### src/rtl/fifo_wr_arbiter_pkg.sv
`default_nettype none
// ============================================================================
//  Module   : fifo_arb_pkg
//  Brief    : Shared types and width helpers for the FIFO write-port arbiter.
//  Revision : 1.0 - initial release
// ============================================================================
package fifo_arb_pkg;

    // Arbiter control states: waiting for a request, or owning the FIFO port.
    typedef enum logic {
        ARB_IDLE  = 1'b0,
        ARB_BURST = 1'b1
    } arb_state_e;

    // Default configuration values.
    localparam int c_DEF_NUM_REQ   = 4;
    localparam int c_DEF_DATA_W    = 8;
    localparam int c_DEF_MAX_BURST = 8;

    // Index width for a requester count (never narrower than one bit).
    function automatic int f_id_w(input int num_req);
        return (num_req > 1) ? $clog2(num_req) : 1;
    endfunction

    // Beat counter width: must be able to hold MAX_BURST itself.
    function automatic int f_cnt_w(input int max_burst);
        return (max_burst > 0) ? $clog2(max_burst + 1) : 1;
    endfunction

    // Width helpers for the default configuration.
    localparam int c_DEF_ID_W  = f_id_w(c_DEF_NUM_REQ);
    localparam int c_DEF_CNT_W = f_cnt_w(c_DEF_MAX_BURST);

endpackage
`default_nettype wire

### src/rtl/fifo_wr_arbiter_rr_picker.sv
`default_nettype none
// ============================================================================
//  Module   : rr_picker
//  Brief    : Combinational rotate-priority encoder. Returns the first set
//             request bit scanning i_ptr, i_ptr+1, ... modulo NUM_REQ.
//  Revision : 1.0 - initial release
// ============================================================================
module rr_picker
    import fifo_arb_pkg::*;
#(
    parameter int NUM_REQ = c_DEF_NUM_REQ,
    parameter int ID_W    = f_id_w(NUM_REQ)
)(
    input  logic [NUM_REQ-1:0] i_req,
    input  logic [ID_W-1:0]    i_ptr,
    output logic               o_any,
    output logic [ID_W-1:0]    o_winner
);

    logic [ID_W:0]   w_sum;
    logic [ID_W-1:0] w_idx;

    // Scan from the farthest offset down to offset 0 so the closest set bit
    // to the pointer is the last one written and therefore wins.
    always_comb begin
        o_any    = 1'b0;
        o_winner = '0;
        w_sum    = '0;
        w_idx    = '0;
        for (int i = NUM_REQ - 1; i >= 0; i--) begin
            w_sum = {1'b0, i_ptr} + (ID_W + 1)'(i);
            if (w_sum >= (ID_W + 1)'(NUM_REQ)) begin
                w_sum = w_sum - (ID_W + 1)'(NUM_REQ);
            end
            w_idx = w_sum[ID_W-1:0];
            if (i_req[w_idx]) begin
                o_any    = 1'b1;
                o_winner = w_idx;
            end
        end
    end

endmodule
`default_nettype wire

### src/rtl/fifo_wr_arbiter.sv
`default_nettype none
// ============================================================================
//  Module   : fifo_wr_arbiter
//  Brief    : Packet-locked round-robin arbiter sharing one FIFO write port
//             among NUM_REQ requesters, with burst-length limiting and
//             backpressure steered to the current owner only.
//  Revision : 1.0 - initial release
// ============================================================================
module fifo_wr_arbiter
    import fifo_arb_pkg::*;
#(
    parameter int NUM_REQ   = c_DEF_NUM_REQ,
    parameter int DATA_W    = c_DEF_DATA_W,
    parameter int MAX_BURST = c_DEF_MAX_BURST
)(
    input  logic                      clk,
    input  logic                      rst,
    input  logic [NUM_REQ-1:0]        req_valid,
    input  logic [NUM_REQ*DATA_W-1:0] req_data,
    input  logic [NUM_REQ-1:0]        req_last,
    output logic [NUM_REQ-1:0]        req_ready,
    output logic                      fifo_wr_en,
    output logic [DATA_W-1:0]         fifo_wr_data,
    input  logic                      fifo_full,
    output logic                      grant_active,
    output logic [$clog2(NUM_REQ)-1:0] grant_id,
    output logic                      burst_trunc
);

    localparam int c_ID_W  = f_id_w(NUM_REQ);
    localparam int c_CNT_W = f_cnt_w(MAX_BURST);

    arb_state_e          r_state;
    arb_state_e          w_state_nxt;
    logic [c_ID_W-1:0]   r_rr_ptr;
    logic [c_ID_W-1:0]   w_rr_ptr_nxt;
    logic [c_ID_W-1:0]   r_grant_id;
    logic [c_ID_W-1:0]   w_grant_id_nxt;
    logic [c_CNT_W-1:0]  r_beat_cnt;
    logic [c_CNT_W-1:0]  w_beat_cnt_nxt;
    logic                r_grant_active;
    logic                w_grant_active_nxt;
    logic                r_burst_trunc;
    logic                w_burst_trunc_nxt;

    logic                w_any_req;
    logic [c_ID_W-1:0]   w_winner;
    logic                w_in_burst;
    logic                w_sel_valid;
    logic                w_sel_last;
    logic [DATA_W-1:0]   w_sel_data;
    logic                w_xfer;
    logic                w_at_limit;
    logic                w_end;
    logic [c_ID_W-1:0]   w_after_owner;

    rr_picker #(
        .NUM_REQ (NUM_REQ),
        .ID_W    (c_ID_W)
    ) u_rr_picker (
        .i_req    (req_valid),
        .i_ptr    (r_rr_ptr),
        .o_any    (w_any_req),
        .o_winner (w_winner)
    );

    // Select the owner's beat and decide whether it transfers this cycle.
    always_comb begin
        w_in_burst    = (r_state == ARB_BURST);
        w_sel_valid   = req_valid[r_grant_id];
        w_sel_last    = req_last[r_grant_id];
        w_sel_data    = req_data[int'(r_grant_id)*DATA_W +: DATA_W];
        w_xfer        = w_in_burst && w_sel_valid && !fifo_full;
        w_at_limit    = (r_beat_cnt == c_CNT_W'(MAX_BURST - 1));
        w_end         = w_xfer && (w_sel_last || w_at_limit);
        w_after_owner = (r_grant_id == c_ID_W'(NUM_REQ - 1)) ? '0
                                                              : r_grant_id + 1'b1;
    end

    // Beat handshake and FIFO write path; only the owner ever sees ready.
    always_comb begin
        req_ready    = '0;
        if (w_in_burst && !fifo_full) begin
            req_ready[r_grant_id] = 1'b1;
        end
        fifo_wr_en   = w_xfer;
        fifo_wr_data = w_xfer ? w_sel_data : '0;
    end

    // Next-state logic: grant in IDLE, count beats and release in BURST.
    always_comb begin
        w_state_nxt        = r_state;
        w_rr_ptr_nxt       = r_rr_ptr;
        w_grant_id_nxt     = r_grant_id;
        w_beat_cnt_nxt     = r_beat_cnt;
        w_grant_active_nxt = r_grant_active;
        w_burst_trunc_nxt  = 1'b0;
        case (r_state)
            ARB_IDLE: begin
                if (w_any_req) begin
                    w_state_nxt        = ARB_BURST;
                    w_grant_id_nxt     = w_winner;
                    w_grant_active_nxt = 1'b1;
                    w_beat_cnt_nxt     = '0;
                end
            end
            ARB_BURST: begin
                if (w_xfer) begin
                    w_beat_cnt_nxt = r_beat_cnt + 1'b1;
                end
                if (w_end) begin
                    w_state_nxt        = ARB_IDLE;
                    w_grant_active_nxt = 1'b0;
                    w_rr_ptr_nxt       = w_after_owner;
                    // A limit hit that coincides with req_last is a normal end.
                    w_burst_trunc_nxt  = !w_sel_last;
                end
            end
            default: begin
                w_state_nxt        = ARB_IDLE;
                w_grant_active_nxt = 1'b0;
            end
        endcase
    end

    // State register with synchronous reset; a reset abandons any burst.
    always_ff @(posedge clk) begin
        if (rst) begin
            r_state        <= ARB_IDLE;
            r_rr_ptr       <= '0;
            r_grant_id     <= '0;
            r_beat_cnt     <= '0;
            r_grant_active <= 1'b0;
            r_burst_trunc  <= 1'b0;
        end else begin
            r_state        <= w_state_nxt;
            r_rr_ptr       <= w_rr_ptr_nxt;
            r_grant_id     <= w_grant_id_nxt;
            r_beat_cnt     <= w_beat_cnt_nxt;
            r_grant_active <= w_grant_active_nxt;
            r_burst_trunc  <= w_burst_trunc_nxt;
        end
    end

    // Registered status outputs.
    always_comb begin
        grant_active = r_grant_active;
        grant_id     = r_grant_id;
        burst_trunc  = r_burst_trunc;
    end

endmodule
`default_nettype wire

### config.mk
export PLATFORM = sky130hd
export DESIGN_NAME = fifo_wr_arbiter
export DESIGN_NICKNAME = d
export VERILOG_FILES = /design/src/rtl/fifo_wr_arbiter_pkg.sv /design/src/rtl/fifo_wr_arbiter_rr_picker.sv /design/src/rtl/fifo_wr_arbiter.sv
export SDC_FILE = /design/constraint.sdc
export NUM_CORES = 1
export LEC_CHECK = 0
export CAP_MARGIN = 25
export CORE_AREA = 3 3 65 49
export DETAILED_ROUTE_END_ITERATION = 8
export DIE_AREA = 0 0 68 52
export GPL_TIMING_DRIVEN = 0
export PLACE_DENSITY_LB_ADDON = 0.08
export REMOVE_ABC_BUFFERS = 1
export SETUP_SLACK_MARGIN = 0.3
export SLEW_MARGIN = 20
export SYNTH_ARGS = -nofsm -noshare
export SYNTH_HDL_FRONTEND = slang
export SYNTH_SLANG_ARGS = --single-unit
### constraint.sdc
create_clock -name clk -period 2.56 [get_ports clk]
set_clock_uncertainty 0.15 [all_clocks]
set_input_delay 0.64 -clock clk [delete_from_list [all_inputs] [get_ports clk]]
set_output_delay 0.64 -clock clk [all_outputs]
set_load 0.005 [all_outputs]
* Word-level counts from Yosys, hierarchy flattened
Cells that the tools add are included.
** Storage, ports and cells
- Latch bits :: 0
- Memories kept :: 0
- Word-level logic and storage cells :: 84
- ROM bits :: 0
- Register bits after elaboration :: 11
- Memory bits (writable) :: 0
** Cells by class
- Magnitude comparators :: 10
- $add $sub $neg :: 9
- Multiply operators :: 0
- Shift-type cells :: 1
- Div/mod/pow operators :: 0
- Mux-type cells :: 38
- Bitwise gates (word level) :: 2
- Reductions and logical operators :: 13
- Equal/unequal tests :: 5
** Operators with widths (count)
- $shiftx 32x6->8 :: 1
- $mux 2 :: 9
- $lt 2x3->1 const B :: 5
- $mux 1 :: 15
- $bmux 1 s2 :: 6
- $mux 4 :: 3
- $ge 3x3->1 const B :: 3
- $mux 8 :: 1
- $pmux 4 s2 :: 1
- $reduce_and 2->1 :: 4
- $sub 2x1->2 const B :: 4
- $add 2x2->3 const B :: 2
- $ne 2x1->1 const B :: 3
- $logic_and 1x1->1 :: 5
- $add 4x1->4 const B :: 1
- $eq 4x3->1 const B :: 1
- $pmux 1 s2 :: 2
- $add 2x1->3 const B :: 1
- $ge 2x3->1 const B :: 1
- $reduce_or 3->1 :: 1
- $add 2x1->2 const B :: 1
- $demux 1 s2 :: 1
- $eq 2x2->1 const B :: 1
- $ge 2x1->1 const B :: 1
- 3 further kinds :: 5

* Longest topological paths before layout
Gate-level depths: netlist (run 1).
- Depth in word-level cells :: 11
- Mapped depth :: 5
- Mapped depth without buffers :: 5

* Cells and area by module
A second synthesis (run 1) with hierarchy kept.
** Second synthesis, totals
- Cell total of the unflattened synthesis :: 101
- Area total of the unflattened synthesis :: 948.4 um2
** Modules (own cells, without submodules)
- fifo_wr_arbiter :: times used 1, cells each 88, area each 870.8 um2
- rr_picker :: times used 1, cells each 13, area each 77.6 um2

* Least setup slack after synthesis (run 1)
Ideal clock, no wire load.
- Path type :: reg-to-output
- From :: reg r_grant_id[0], in the netlist grant_id[0]
- To :: out fifo_wr_data[0]
- Stages on the path, launching flop included :: 4
- Arrival time :: 1.486 ns
- Required time :: 1.770 ns
- Slack :: 0.284 ns
- Path through :: dfxtp_1 buf_2 mux4_2 and3_1
** Between the ends
- Word-level cells in the longest chain between the ends :: 5
- Elaborated cells on any way between the ends :: 6
- Those cells by class :: shift: 1; mux: 3; reduce/logical: 2
** Ends and longest elaborated chain
- from (decl) :: RTL line fifo_wr_arbiter.sv:37 : logic [c_ID_W-1:0] r_grant_id;
- from (signal assigned) :: RTL line fifo_wr_arbiter.sv:138 : r_grant_id <= w_grant_id_nxt;
- parallel branches: the longest is 4 deep, another holds $shiftx 32x6->8
- $mux 8 (*) :: RTL line fifo_wr_arbiter.sv:87 : fifo_wr_data = w_xfer ? w_sel_data : '0;
- to (decl) :: RTL line fifo_wr_arbiter.sv:23 : output logic [DATA_W-1:0] fifo_wr_data,
Every way passes the cells marked *. The select of a mux whose other input is x is not followed.

* Final worst setup path (run 1)
- From :: in req_valid[3]
- To :: out fifo_wr_data[0]
** Between the ends
- Word-level cells in the longest chain between the ends :: 5
** Ends and longest elaborated chain
- from (decl) :: RTL line fifo_wr_arbiter.sv:18 : input logic [NUM_REQ-1:0] req_valid,
- $bmux 1 s2 :: RTL line fifo_wr_arbiter.sv:70 : w_sel_valid = req_valid[r_grant_id];
- $mux 1 (not written as such) :: RTL line fifo_wr_arbiter.sv:70
- $logic_and 1x1->1 (2 in series) :: RTL line fifo_wr_arbiter.sv:73 : w_xfer = w_in_burst && w_sel_valid && !fifo_full;
- $mux 8 :: RTL line fifo_wr_arbiter.sv:87
No other way between the ends. The select of a mux whose other input is x is not followed.

==> results of run 1 <==
tightest hold or removal path, cell delays in order (launching register included):
cell and delay, ns:
dfxtp_1 0.32, a21oi_1 0.06, nor2_1 0.07
final timing paths:
| kind | from | end | cells past startpoint |
|---|---|---|---|
| max | req_valid[3] | fifo_wr_data[0] | 5 |
| min | grant_active$_SDFFE_PP0P_ | grant_active$_SDFFE_PP0P_ | 2 |
| max reg2reg | grant_id[0]$_SDFFE_PP0P_ | r_rr_ptr[1]$_SDFFE_PP0P_ | 6 |
| min reg2reg | grant_active$_SDFFE_PP0P_ | grant_active$_SDFFE_PP0P_ | 2 |
through the flow:
stage	hold WS, ns	setup slack, ns
6_report	0.344	0.129
2_1_floorplan	0.289	0.113
3_5_place_dp	0.342	-0.718
4_1_cts	0.353	0.0974
3_3_place_gp	0.321	-0.689
5_1_grt	0.378	0.110
logic make-up after synthesis:
kind of cell,synth area share
compound gates,0.0979
xor+xnor,0.0196
flops,0.246
simple gates,0.245
buf+inv,0.0476
mux,0.274
fa+ha+maj,0.0699
cell usage in the layout (no fill, tap or decap), drive strengths merged, types with 2 or more instances in the layout:
cell type      count
xor2               2
a21oi             10
inv                5
clkbuf             4
clkdlybuf4s50      9
and2               5
dlygate4sd2       16
nand3              4
dfxtp             11
ha                 5
clkdlybuf4s15     18
nand2              6
nand2b             2
and3               9
nor3               3
buf               36
mux2i              2
nor2               5
mux4              11
state kept, by name, summed over array words and instances (netlist names):
name,cells
r_state,1
r_rr_ptr,2
grant_active,1
r_beat_cnt,4
grant_id,2
burst_trunc,1
metal layers:
layer | up-vias | part of all wire | track usage
met5 | - | 0 | 0
li1 | 506 | - | -
met2 | 38 | 0.48 | 0.302
met4 | 0 | 0.0025 | 0.0396
met1 | 502 | 0.45 | 0.259
met3 | 2 | 0.071 | 0.0475
power groups by stage:
stage | sequential, mW | combinational, mW | clock [mW]
floorplan | 0.192 | 0.0609 | 0
global placement | 0.195 | 0.158 | 0
detailed placement | 0.195 | 0.162 | 0
CTS | 0.187 | 0.190 | 0.178
global route | 0.188 | 0.220 | 0.188
finish | 0.187 | 0.205 | 0.174
layout make-up:
type,instances,area [um^2],area share
repair buffers,79,744,0.419
multi-input cells,73,694,0.391
flip-flops and latches,11,228,0.128
clock buffers,4,45.0,0.0254
well taps,36,45.0,0.0254
inverters,5,18.8,0.0106
repair_timing:
item,CTS,global route
resized for setup,137,21
buffers inserted,15,5
pin swaps,12,8
gates cloned,1,0
endpoints found under the setup margin,23,10
endpoints found under the hold margin,0,0
==> impl_metrics.json, run 1 <==
{
  "place_congestion": 0.784,
  "synth-main-ff-cell": "dfxtp_1",
  "netSwitchingFraction": 0.256,
  "synth_edf_count": 0,
  "outcome": "completed",
  "crit_type": "primary input to output port",
  "p_switching_mw": 0.145,
  "setup_viol": 0,
  "fin_crit_ns": 2.43,
  "clk_pin_slew_ns": 0.05,
  "dieArea_um2": 3540,
  "h-tree-depth": 1,
  "place_inst": 183,
  "syn2layout_area_growth_pct": 98.5,
  "ys_types": 27,
  "clock_latency_ns": 0.24,
  "clock-sinks": 11,
  "grt_pass1_vias": 1033,
  "hold_class": "flip-flop to flip-flop",
  "syn_area_per_cell_um2": 9.62,
  "postPlaceCellArea_um2": 1510,
  "synth_area_leaders": "mux4_2 (25%), dfxtp_1 (25%), ha_1 (7.0%)",
  "final_cell_area_um2": 1780,
  "dieHeight_um": 52,
  "p_leak_nw": 0.769,
  "synth_warnings": 0,
  "drt_pass1_iterations": 4,
  "yosysTopAreaCellShare": 0.252,
  "critical-path-max-stage-delay_ns": 0.51,
  "postRouteAntennaNets": 0,
  "required_ns": 1.77,
  "seqPwrFrac": 0.330,
  "cts.root.buffer_cell": "clkbuf_8",
  "drtIter0Drc": 18,
  "drv_cap": 0,
  "synthCells": 93,
  "grt_first_pass_wirelength_um": 5040,
  "async_reset_ff_frac": 0,
  "grt_max_degree": 17,
  "tightest_slew_ns": 0.462,
  "clockBufferDepth": 2,
  "final_nets": 221,
  "crit_buf_inv": 3,
  "peakVddDrop_v": 0.000245,
  "route.vias.total": 1048,
  "cts_made_buffers": 3,
  "clock.fmax_ghz": 0.411,
  "setup_tns_ns": 0,
  "crit_fanout": 3,
  "combPwrFrac": 0.362,
  "relSlewSlack": 0.691,
  "final_cells": 208,
  "synth_most_common_cell": "dfxtp_1",
  "fill_cells": 222,
  "totalPowerFinal_mw": 0.566,
  "overflow": 0,
  "grt_setup_unrepaired": "yes",
  "intPower_mw": 0.421,
  "ys_seq_elements": 11,
  "wirelength_um": 3260,
  "std_cell_rows": 16,
  "drive_gt1_frac": 0.372,
  "crit_family": "multiplexers",
  "holdBufCountCts": 0,
  "crit_path_start_kind": "primary input",
  "start_util": 0.333,
  "grt_antenna_before_repair": 0,
  "wl_per_cell_um": 15.7,
  "synth_common_cells": "dfxtp_1 (11), a21oi_1 (10), mux4_2 (10), and3_1 (9), nand2_1 (6)",
  "min_period_over_period": 0.950,
  "worstPathCellList": "buf_8, mux4_2, buf_6, and3_4, buf_6",
  "grtUsageTotal": 0.190,
  "crit_path_end_kind": "output port",
  "antennaDiodeCount": 0,
  "hold_viol_final": 0,
  "cts_tree": "yes",
  "ys_seq_area_frac": 0.246,
  "drt_drc_violations_left": 0,
  "p_per_area_nw_per_um2": 319,
  "syn-cell-area_um2": 895,
  "synth_top_area_cell": "mux4_2",
  "cpMaxStageDelayCell": "mux4_2",
  "finalCoreUtilization": 0.662,
  "clkPwrFrac": 0.308,
  "worstPathArrival_ns": 1.64,
  "core-area_um2": 2680,
  "dp_hpwl_um": 2080,
  "die_w_um": 68,
  "rrSetupSlack_ns": 0.51,
  "post_drt_via_cell_ratio": 5.04,
  "cp_common_cell": "buf_6",
  "pin_count": 60,
  "portBuffers": 59,
  "drv_slew": 0
}
No activity file was read; power rests on OpenSTA's default activity.
==> run 2: changes to the inputs <==
- CORE_AREA: 3 3 65 49 -> 3 3 47 49
- CTS_CLUSTER_DIAMETER: unset -> 50
- DIE_AREA: 0 0 68 52 -> 0 0 50 52
- DONT_BUFFER_PORTS: unset -> 1
==> impl_metrics.json, run 2 (synthesis results as in run 1) <==
{
  "outcome": "completed",
  "wl_per_cell_um": 18.7,
  "clock-sinks": 11,
  "overflow": 0,
  "crit_path_start_kind": "flip-flop",
  "totalPowerFinal_mw": 0.407,
  "final_cell_area_um2": 1060,
  "min_period_over_period": 0.910,
  "grtUsageTotal": 0.193,
  "drive_gt1_frac": 0.333,
  "holdBufCountCts": 0,
  "drv_cap": 0,
  "max_flop_register": "r_beat_cnt",
  "dieHeight_um": 52,
  "pin_count": 60,
  "crit_path_end_kind": "output port",
  "portBuffers": 0,
  "crit_type": "flip-flop to output port",
  "setup_viol": 0,
  "largest_reg_flops": 4,
  "grt_max_degree": 17,
  "cpMaxStageDelayCell": "mux4_2",
  "wirelength_um": 2360,
  "final_nets": 148,
  "drv_slew": 0,
  "mostFrequentLayoutCell": "mux4_2",
  "route.vias.total": 797,
  "worstPathArrival_ns": 1.54,
  "drt_drc_violations_left": 0,
  "cts_tree": "yes",
  "worstPathCellList": "mux4_2, and3_4",
  "h-tree-depth": 1,
  "grt_antenna_before_repair": 0,
  "critical-path-max-stage-delay_ns": 0.62,
  "postRouteAntennaNets": 0,
  "crit_fanout": 8,
  "required_ns": 1.77,
  "drt_pass1_iterations": 4,
  "drtIter0Drc": 19,
  "tightest_slew_ns": 0.401,
  "cts.root.buffer_cell": "clkbuf_4",
  "cts_made_buffers": 3,
  "worst_hold_slack_ns": 0.279,
  "start_util": 0.470,
  "dp_hpwl_um": 1590,
  "hold_class": "primary input to flip-flop",
  "die_w_um": 50,
  "fill_cells": 175,
  "antennaDiodeCount": 0,
  "clockBufferDepth": 2,
  "clock_latency_ns": 0.26,
  "clock.fmax_ghz": 0.429,
  "hold_viol_final": 0,
  "p_leak_nw": 0.384,
  "place_congestion": 0.804,
  "grt_first_pass_wirelength_um": 3760,
  "std_cell_rows": 16,
  "p_per_area_nw_per_um2": 384,
  "grt_setup_unrepaired": "yes",
  "postPlaceCellArea_um2": 905,
  "post_drt_via_cell_ratio": 6.33,
  "peakVddDrop_v": 0.000291,
  "dieArea_um2": 2600,
  "relSlewSlack": 0.730,
  "grt_pass1_vias": 738,
  "clk_pin_slew_ns": 0.07,
  "core-area_um2": 1900,
  "syn2layout_area_growth_pct": 18.3,
  "finalCoreUtilization": 0.557,
  "layout_common_cells": "mux4_2 (11), a21oi_1 (10), dfxtp_1 (9)",
  "fin_crit_ns": 2.33
}
run 2: changes by cell type in the layout (fill, tap and decap cells not counted), moves of 2 or more:
cell,before,now
and2_4,2,0
clkbuf_8,3,0
buf_8,4,0
clkbuf_4,0,3
clkdlybuf4s50_1,9,0
dlygate4sd2_1,16,0
buf_6,13,3
and3_4,6,8
buf_2,6,0
buf_4,13,3
and3_1,3,1
clkdlybuf4s15_1,18,0
and2_1,3,5
run 2: critical path: cells and delay by family (launching register included):
family        cells  cell delay, ns
simple gates      1            0.22
mux               1            0.62
flops             1            0.44
run 2: report_power, final:
part,total (mW),leakage (nW),switching (mW),internal (mW)
registers,0.189,0.0909,0.0115,0.177
clock network,0.121,0.0150,0.0609,0.0602
logic,0.0972,0.278,0.0406,0.0566
total,0.407,0.384,0.113,0.294
run 2: layer usage:
layer  part of all wire  wire length (um)  vias to the layer above  track usage
li1                   -                 -                      361            -
met1               0.41               980                      383        0.259
met2               0.46              1100                       51        0.293
met3               0.12               276                        2       0.0745
met4             0.0034                 8                        0       0.0415
met5                  0                 0                        -            0
run 2: final cells by class:
cell class / instances / area (um^2) / share of cell area
timing repair buffer: 6 / 56.3 / 0.0532
tap: 27 / 33.8 / 0.0319
multi-input combinational: 73 / 698 / 0.660
sequential: 11 / 225 / 0.213
clock buffer: 4 / 26.3 / 0.0248
inverter: 5 / 18.8 / 0.0177
run 2: stage by stage:
step / worst slack (ns) / TNS [ns] / std cells
floorplan: 0.113 / 0 / 88
global placement: -0.107 / -0.855 / 115
detailed placement: -0.125 / -0.956 / 115
CTS: 0.217 / 0 / 126
global route: 0.152 / 0 / 126
finish: 0.230 / 0 / 126
run 2: path summary, 6_finish.rpt:
path | end | slack (ns) | startpoint | depth (start not counted)
worst max-delay path | fifo_wr_data[6] | 0.23 | grant_id[0]$_SDFFE_PP0P_ | 2
worst min-delay path | grant_id[0]$_SDFFE_PP0P_ | 0.28 | rst | 1
worst max register to register | r_rr_ptr[1]$_SDFFE_PP0P_ | 0.51 | grant_id[0]$_SDFFE_PP0P_ | 6
worst min register to register | r_beat_cnt[1]$_SDFFE_PP0P_ | 0.34 | r_beat_cnt[1]$_SDFFE_PP0P_ | 2
run 2: repair_timing:
action | CTS | global route
pin swaps | 1 | 0
setup endpoints to repair | 20 | 13
gates cloned | 1 | 0
gates resized for setup | 17 | 2
setup buffers | 6 | 0
